`config.mk`:
```
export PLATFORM = sky130hd
export DESIGN_NAME = plc_io_scan
export DESIGN_NICKNAME = d
export VERILOG_FILES = /design/src/rtl/plc_io_scan.sv
export SDC_FILE = /design/constraint.sdc
export NUM_CORES = 1
export LEC_CHECK = 0
export CAP_MARGIN = 20
export CORE_MARGIN = 10
export CORE_UTILIZATION = 50
export CTS_CLUSTER_DIAMETER = 60
export DETAILED_ROUTE_END_ITERATION = 7
export GPL_TIMING_DRIVEN = 0
export MAX_ROUTING_LAYER = met4
export PLACE_DENSITY = 0.79
export RECOVER_POWER = 50
export SYNTH_ARGS = -nofsm -noshare
export SYNTH_HDL_FRONTEND = slang
export SYNTH_SLANG_ARGS = --single-unit
```
`constraint.sdc`:
```
create_clock -name clk_in -period 2.1 [get_ports clk_in]
set_clock_uncertainty 0.05 [all_clocks]
set_input_delay 0.525 -clock clk_in [delete_from_list [all_inputs] [get_ports clk_in]]
set_output_delay 0.525 -clock clk_in [all_outputs]
set_load 0.01 [all_outputs]
```
`src/rtl/plc_io_scan.sv`:
```
// ============================================================================
// Module   : plc_io_scan
// Purpose  : PLC I/O image block - debounced inputs, frozen analog images,
//            double-buffered outputs and a scan watchdog behind a register port.
// Revision : 1.0 - initial release
// ============================================================================
`default_nettype none

module plc_io_scan #(
    parameter int              DIN_N   = 4,
    parameter int              DOUT_N  = 4,
    parameter int              AIN_N   = 1,
    parameter int              AW      = 16,
    parameter int              DEB_CYC = 4,
    parameter logic [AW-1:0]   HI_LIM  = 16'd100,
    parameter logic [AW-1:0]   LO_LIM  = 16'd90,
    parameter int              WDT_CYC = 1000
) (
    input  logic                  clk_in,
    input  logic                  rst_in,
    input  logic [DIN_N-1:0]      din_in,
    input  logic [AIN_N*AW-1:0]   ain_in,
    output logic [DOUT_N-1:0]     dout_o,
    output logic [AIN_N-1:0]      alarm_o,
    input  logic                  scan_start_in,
    input  logic                  scan_end_in,
    output logic                  scan_done_o,
    input  logic [3:0]            addr_in,
    input  logic                  we_in,
    input  logic [AW-1:0]         wdata_in,
    output logic [AW-1:0]         rdata_o
);

    localparam int c_DEB_W = (DEB_CYC > 1) ? $clog2(DEB_CYC) : 1;
    localparam int c_WDT_W = (WDT_CYC > 1) ? $clog2(WDT_CYC) : 1;
    localparam logic [c_DEB_W-1:0] c_DEB_LAST = c_DEB_W'(DEB_CYC - 1);
    localparam logic [c_WDT_W-1:0] c_WDT_LAST = c_WDT_W'(WDT_CYC - 1);

    typedef enum logic [1:0] {
        S_IDLE   = 2'd0,
        S_LATCH  = 2'd1,
        S_ACTIVE = 2'd2,
        S_COMMIT = 2'd3
    } state_t;

    state_t              r_state;
    state_t              w_next;
    logic                w_trip;
    logic                w_set_ovr;
    logic                w_active;

    logic [DIN_N-1:0]    r_sync1;
    logic [DIN_N-1:0]    r_sync2;
    logic [DIN_N-1:0]    r_deb;
    logic [DIN_N-1:0]    r_in_img;
    logic [AW-1:0]       r_a_img [AIN_N];
    logic [AIN_N-1:0]    r_alarm;
    logic [DOUT_N-1:0]   r_shadow;
    logic [DOUT_N-1:0]   r_dout;
    logic [c_WDT_W-1:0]  r_wdt;
    logic                r_ovr;
    logic                r_trip;
    logic                r_done;
    logic [AW-1:0]       r_rdata;
    logic [AW-1:0]       w_rdata;
    logic                w_wr_shadow;
    logic                w_wr_flags;
    logic                w_unused;

    assign w_active    = (r_state != S_IDLE);
    assign w_wr_shadow = we_in && (addr_in == 4'h1);
    assign w_wr_flags  = we_in && (addr_in == 4'h3);
    assign w_unused    = ^wdata_in;

    // ---------------- input synchroniser ----------------
    always_ff @(posedge clk_in) begin
        if (rst_in) begin
            r_sync1 <= '0;
            r_sync2 <= '0;
        end else begin
            r_sync1 <= din_in;
            r_sync2 <= r_sync1;
        end
    end

    // One counter per bit; any sample agreeing with the accepted value restarts it.
    generate
        for (genvar gi = 0; gi < DIN_N; gi++) begin : g_deb
            logic [c_DEB_W-1:0] r_cnt;
            always_ff @(posedge clk_in) begin
                if (rst_in) begin
                    r_cnt     <= '0;
                    r_deb[gi] <= 1'b0;
                end else if (r_sync2[gi] != r_deb[gi]) begin
                    if (r_cnt == c_DEB_LAST) begin
                        r_cnt     <= '0;
                        r_deb[gi] <= r_sync2[gi];
                    end else begin
                        r_cnt <= r_cnt + 1'b1;
                    end
                end else begin
                    r_cnt <= '0;
                end
            end
        end
    endgenerate

    // ---------------- scan FSM ----------------
    always_ff @(posedge clk_in) begin
        if (rst_in) begin
            r_state <= S_IDLE;
        end else begin
            r_state <= w_next;
        end
    end

    always_comb begin
        w_next    = r_state;
        w_trip    = 1'b0;
        w_set_ovr = 1'b0;
        case (r_state)
            S_IDLE: begin
                if (scan_start_in) begin
                    w_next = S_LATCH;
                end
            end
            S_LATCH: begin
                w_next = S_ACTIVE;
            end
            S_ACTIVE: begin
                w_set_ovr = scan_start_in;
                if (scan_end_in) begin
                    w_next = S_COMMIT;
                end else if (r_wdt == c_WDT_LAST) begin
                    w_trip = 1'b1;
                    w_next = S_IDLE;
                end
            end
            default: begin
                w_next = S_IDLE;
            end
        endcase
    end

    // ---------------- images, outputs, flags ----------------
    always_ff @(posedge clk_in) begin
        if (rst_in) begin
            r_in_img <= '0;
            for (int k = 0; k < AIN_N; k++) begin
                r_a_img[k] <= '0;
            end
            r_alarm  <= '0;
            r_shadow <= '0;
            r_dout   <= '0;
            r_wdt    <= '0;
            r_ovr    <= 1'b0;
            r_trip   <= 1'b0;
            r_done   <= 1'b0;
            r_rdata  <= '0;
        end else begin
            if (r_state == S_LATCH) begin
                r_in_img <= r_deb;
                r_wdt    <= '0;
                for (int k = 0; k < AIN_N; k++) begin
                    r_a_img[k] <= ain_in[k*AW +: AW];
                    if (ain_in[k*AW +: AW] >= HI_LIM) begin
                        r_alarm[k] <= 1'b1;
                    end else if (ain_in[k*AW +: AW] <= LO_LIM) begin
                        r_alarm[k] <= 1'b0;
                    end
                end
            end else if (r_state == S_ACTIVE) begin
                r_wdt <= r_wdt + 1'b1;
            end

            // A trip overrides both a pending commit and a same-cycle shadow write.
            if (w_trip) begin
                r_shadow <= '0;
                r_dout   <= '0;
            end else begin
                if (w_wr_shadow) begin
                    r_shadow <= wdata_in[DOUT_N-1:0];
                end
                if (r_state == S_COMMIT) begin
                    r_dout <= r_shadow;
                end
            end

            if (w_set_ovr) begin
                r_ovr <= 1'b1;
            end else if (w_wr_flags && wdata_in[1]) begin
                r_ovr <= 1'b0;
            end

            if (w_trip) begin
                r_trip <= 1'b1;
            end else if (w_wr_flags && wdata_in[2]) begin
                r_trip <= 1'b0;
            end

            r_done  <= (r_state == S_COMMIT);
            r_rdata <= w_rdata;
        end
    end

    // ---------------- register read mux ----------------
    always_comb begin
        w_rdata = '0;
        case (addr_in)
            4'h0: w_rdata[DIN_N-1:0]  = r_in_img;
            4'h1: w_rdata[DOUT_N-1:0] = r_shadow;
            4'h2: w_rdata[DOUT_N-1:0] = r_dout;
            4'h3: w_rdata[2:0]        = {r_trip, r_ovr, w_active};
            4'h8: w_rdata[AIN_N-1:0]  = r_alarm;
            default: w_rdata = '0;
        endcase
        for (int k = 0; k < AIN_N; k++) begin
            if (addr_in == 4'(4 + k)) begin
                w_rdata = r_a_img[k];
            end
        end
    end

    assign dout_o      = r_dout;
    assign alarm_o     = r_alarm;
    assign scan_done_o = r_done;
    assign rdata_o     = r_rdata;

endmodule

`default_nettype wire

```
==> results.py <==
metrics = {
    "place": {
        "place_congestion": 0.882,
        "portBuffers": 51,
        "hpwl_mm": 4.79,
        "placed_cells": 420,
        "placed_cell_area_um2": 3690,
    },
    "synth": {
        "ys_dominant_reg_cell": "dfxtp_1",
        "synth_edf_count": 16,
        "seq_area_frac_synth": 0.571,
        "synth_warnings": 0,
        "synth_area_leader_cell": "dfxtp_1",
        "synth_area_leaders": "dfxtp_1, edfxtp_1, nor2_1, mux2i_1, and3_1",
        "yosys.cell_types.count": 47,
        "synth_top_cell_area_share": 0.415,
        "syn_nets": 344,
        "syn_area_um2": 3090,
        "synth_cells": 294,
        "async_flop_share": 0,
        "ys_ff_latch": 80,
        "syn_avg_cell_area_um2": 10.5,
    },
    "routing": {
        "vias": 2305,
        "ant_nets": 0,
        "finalWirelength_mm": 6.52,
        "first_iter_violations": 137,
        "first_pass_iters": 4,
        "drc": 0,
        "wl_per_cell_um": 14.9,
        "via_per_inst": 5.29,
    },
    "clock_tree": {
        "cts_buffer_depth": 2,
        "cts_resized": 0,
        "path_clk_slew_ns": 0.08,
        "hold_buffers": 0,
        "cts_tree": "built",
        "postCtsSetupBuffers": 0,
        "clock_latency_ns": 0.34,
        "cts_sinks": 80,
        "cts-root-buf": "clkbuf_8",
        "htree_levels": 3,
        "cts_buffers": 9,
    },
    "pwr": {
        "leakagePower_nw": 1.53,
        "peakVddDrop_uv": 451,
        "powerDensity_nw_per_um2": 752,
    },
    "die": {
        "initial_core_util": 0.518,
        "core_area_um2": 5960,
        "die_w_um": 98.6,
        "dieArea_um2": 9720,
        "std_cell_rows": 28,
        "num_io_pins": 67,
        "die_h_um": 98.6,
    },
    "timing": {
        "fin_crit_ns": 1.99,
        "maxSlewHeadroom": 0.609,
        "setup_violations": 0,
        "hold_viol_final": 0,
        "hold_slack_ns": 0.368,
        "rsz0062_at_grt": "no",
        "clock.fmax_ghz": 0.503,
        "fin_crit_sh": 0.946,
        "fin_setup_tns_ns": 0,
        "worstMarginPinSlew_ns": 0.583,
        "slew_viol_final": 0,
    },
    "global_routing": {
        "grt_pass1_vias": 2280,
        "antenna_found_initial": 0,
        "overflow": 0,
        "grt_usage": 0.140,
        "grt_max_degree": 26,
        "grt_first_pass_wirelength_mm": 10.9,
    },
    "finish": {
        "fillers": 495,
        "fin_area_um2": 3870,
        "fin_util": 0.650,
        "area_growth_pct": 25.3,
        "layout.cells.non_filler": 436,
        "drive_gt1_frac": 0.0665,
        "layout.nets": 406,
        "num_antenna_cells": 0,
    },
    "setup_path": {
        "cp_top_family": "buffers and inverters",
        "critical_path.max_stage_delay_ns": 0.54,
        "end_kind": "register",
        "cp_max_fo": 25,
        "cp.required_ns": 2.03,
        "crit_chain": "clkdlybuf4s50_1, inv_1, clkbuf_1, nand2_1, buf_2",
        "slowest_stage": "clkdlybuf4s50_1",
        "cp_num_buf_inv": 4,
        "start_kind": "input pin",
        "worstPathArrival_ns": 1.92,
        "critPathKind": "input pin to register",
    },
    "min_path": {
        "hp-class": "register to register",
    },
    "outcome": {
        "status": "complete, no violations",
    },
    "run": {
        "maxCapViolations": 0,
    },
}
-- report_power, final --
part           switching (mW)  internal, mW
Clock                   0.515         0.548
Combinational           0.112         0.104
Sequential             0.0166          1.61
Total                   0.644          2.26
-- cell usage after synthesis, drive strengths merged (7+ instances only) --
master,instances
dfxtp,64
nor2b,12
and3,19
clkbuf,10
xnor2,7
mux2i,12
and2,14
nand3,8
nor2,34
a21oi,10
edfxtp,16
nand2,20
-- cell type report --
class                      count  area [um2]  share of cell area
sequential                    80        1760               0.455
multi-input combinational    192        1220               0.316
timing repair buffer          51         510               0.132
clock buffer                  12         135              0.0349
tap                           75        93.8              0.0243
buffer                        16        76.3              0.0197
clock inverter                 4        46.3              0.0120
inverter                       6        22.5             0.00582
-- registers in the layout, summed over array words and instances, names as in the netlist, 2 cells and up --
name,flops
r_a_img,16
rdata_o,16
r_sync1,4
r_wdt,10
r_state,2
g_deb.r_cnt,8
dout_o,4
r_deb,4
r_sync2,4
r_in_img,4
r_shadow,4
-- final timing paths --
| kind | cells after the start | to | startpoint | slack (ns) |
|---|---|---|---|---|
| max reg2reg | 4 | r_a_img[0][0] | r_state[1] | 0.22 |
| max | 5 | r_a_img[0][0] | rst_in | 0.11 |
| min | 1 | g_deb[1].r_cnt[0] | g_deb[1].r_cnt[0] | 0.37 |
| min reg2reg | 1 | g_deb[1].r_cnt[0] | g_deb[1].r_cnt[0] | 0.37 |
-- cell families after synthesis --
group,count (synthesis),synth area share
AND/OR/NAND/NOR,135,0.235
XOR/XNOR,12,0.0340
adder cells (fa/ha/maj),5,0.0203
AO/OA/AOI/OAI,26,0.0539
multiplexers,14,0.0535
flip-flops,80,0.571
buffers and inverters,22,0.0324
-- placed cells by master, fill, tap and decap left out, types with 3 or more instances in the layout --
master / Yosys / layout
a21oi_1: 10 / 10
and2_0: 1 / 3
and2_1: 13 / 11
and3_1: 19 / 19
buf_2: 4 / 3
clkbuf_1: 9 / 13
clkbuf_8: 0 / 9
clkdlybuf4s50_1: 0 / 28
dfxtp_1: 64 / 64
dlygate4sd3_1: 0 / 23
edfxtp_1: 16 / 16
ha_1: 5 / 5
inv_1: 6 / 6
mux2i_1: 12 / 12
nand2_1: 20 / 20
nand3_1: 8 / 8
nand4_1: 4 / 4
nor2_1: 33 / 34
nor2b_1: 12 / 12
nor3_1: 6 / 6
o21ai_0: 4 / 4
or3_1: 5 / 5
xnor2_1: 7 / 7
xor2_1: 5 / 5
-- layer usage --
metal | track usage | up-vias | part of all wire
li1 | - | 1148 | -
met1 | 0.168 | 1072 | 0.45
met2 | 0.210 | 69 | 0.47
met3 | 0.0377 | 16 | 0.055
met4 | 0.0772 | 0 | 0.028
met5 | - | - | 0
-- per-stage QoR --
step	total power, mW	setup slack (ns)
after CTS	2.93	0.137
after global routing	3.02	0.0106
after floorplan	1.77	0.478
after global placement	1.88	-0.204
final	2.91	0.113
after detailed placement	1.88	-0.217
Power figures use the tool's default switching activity.
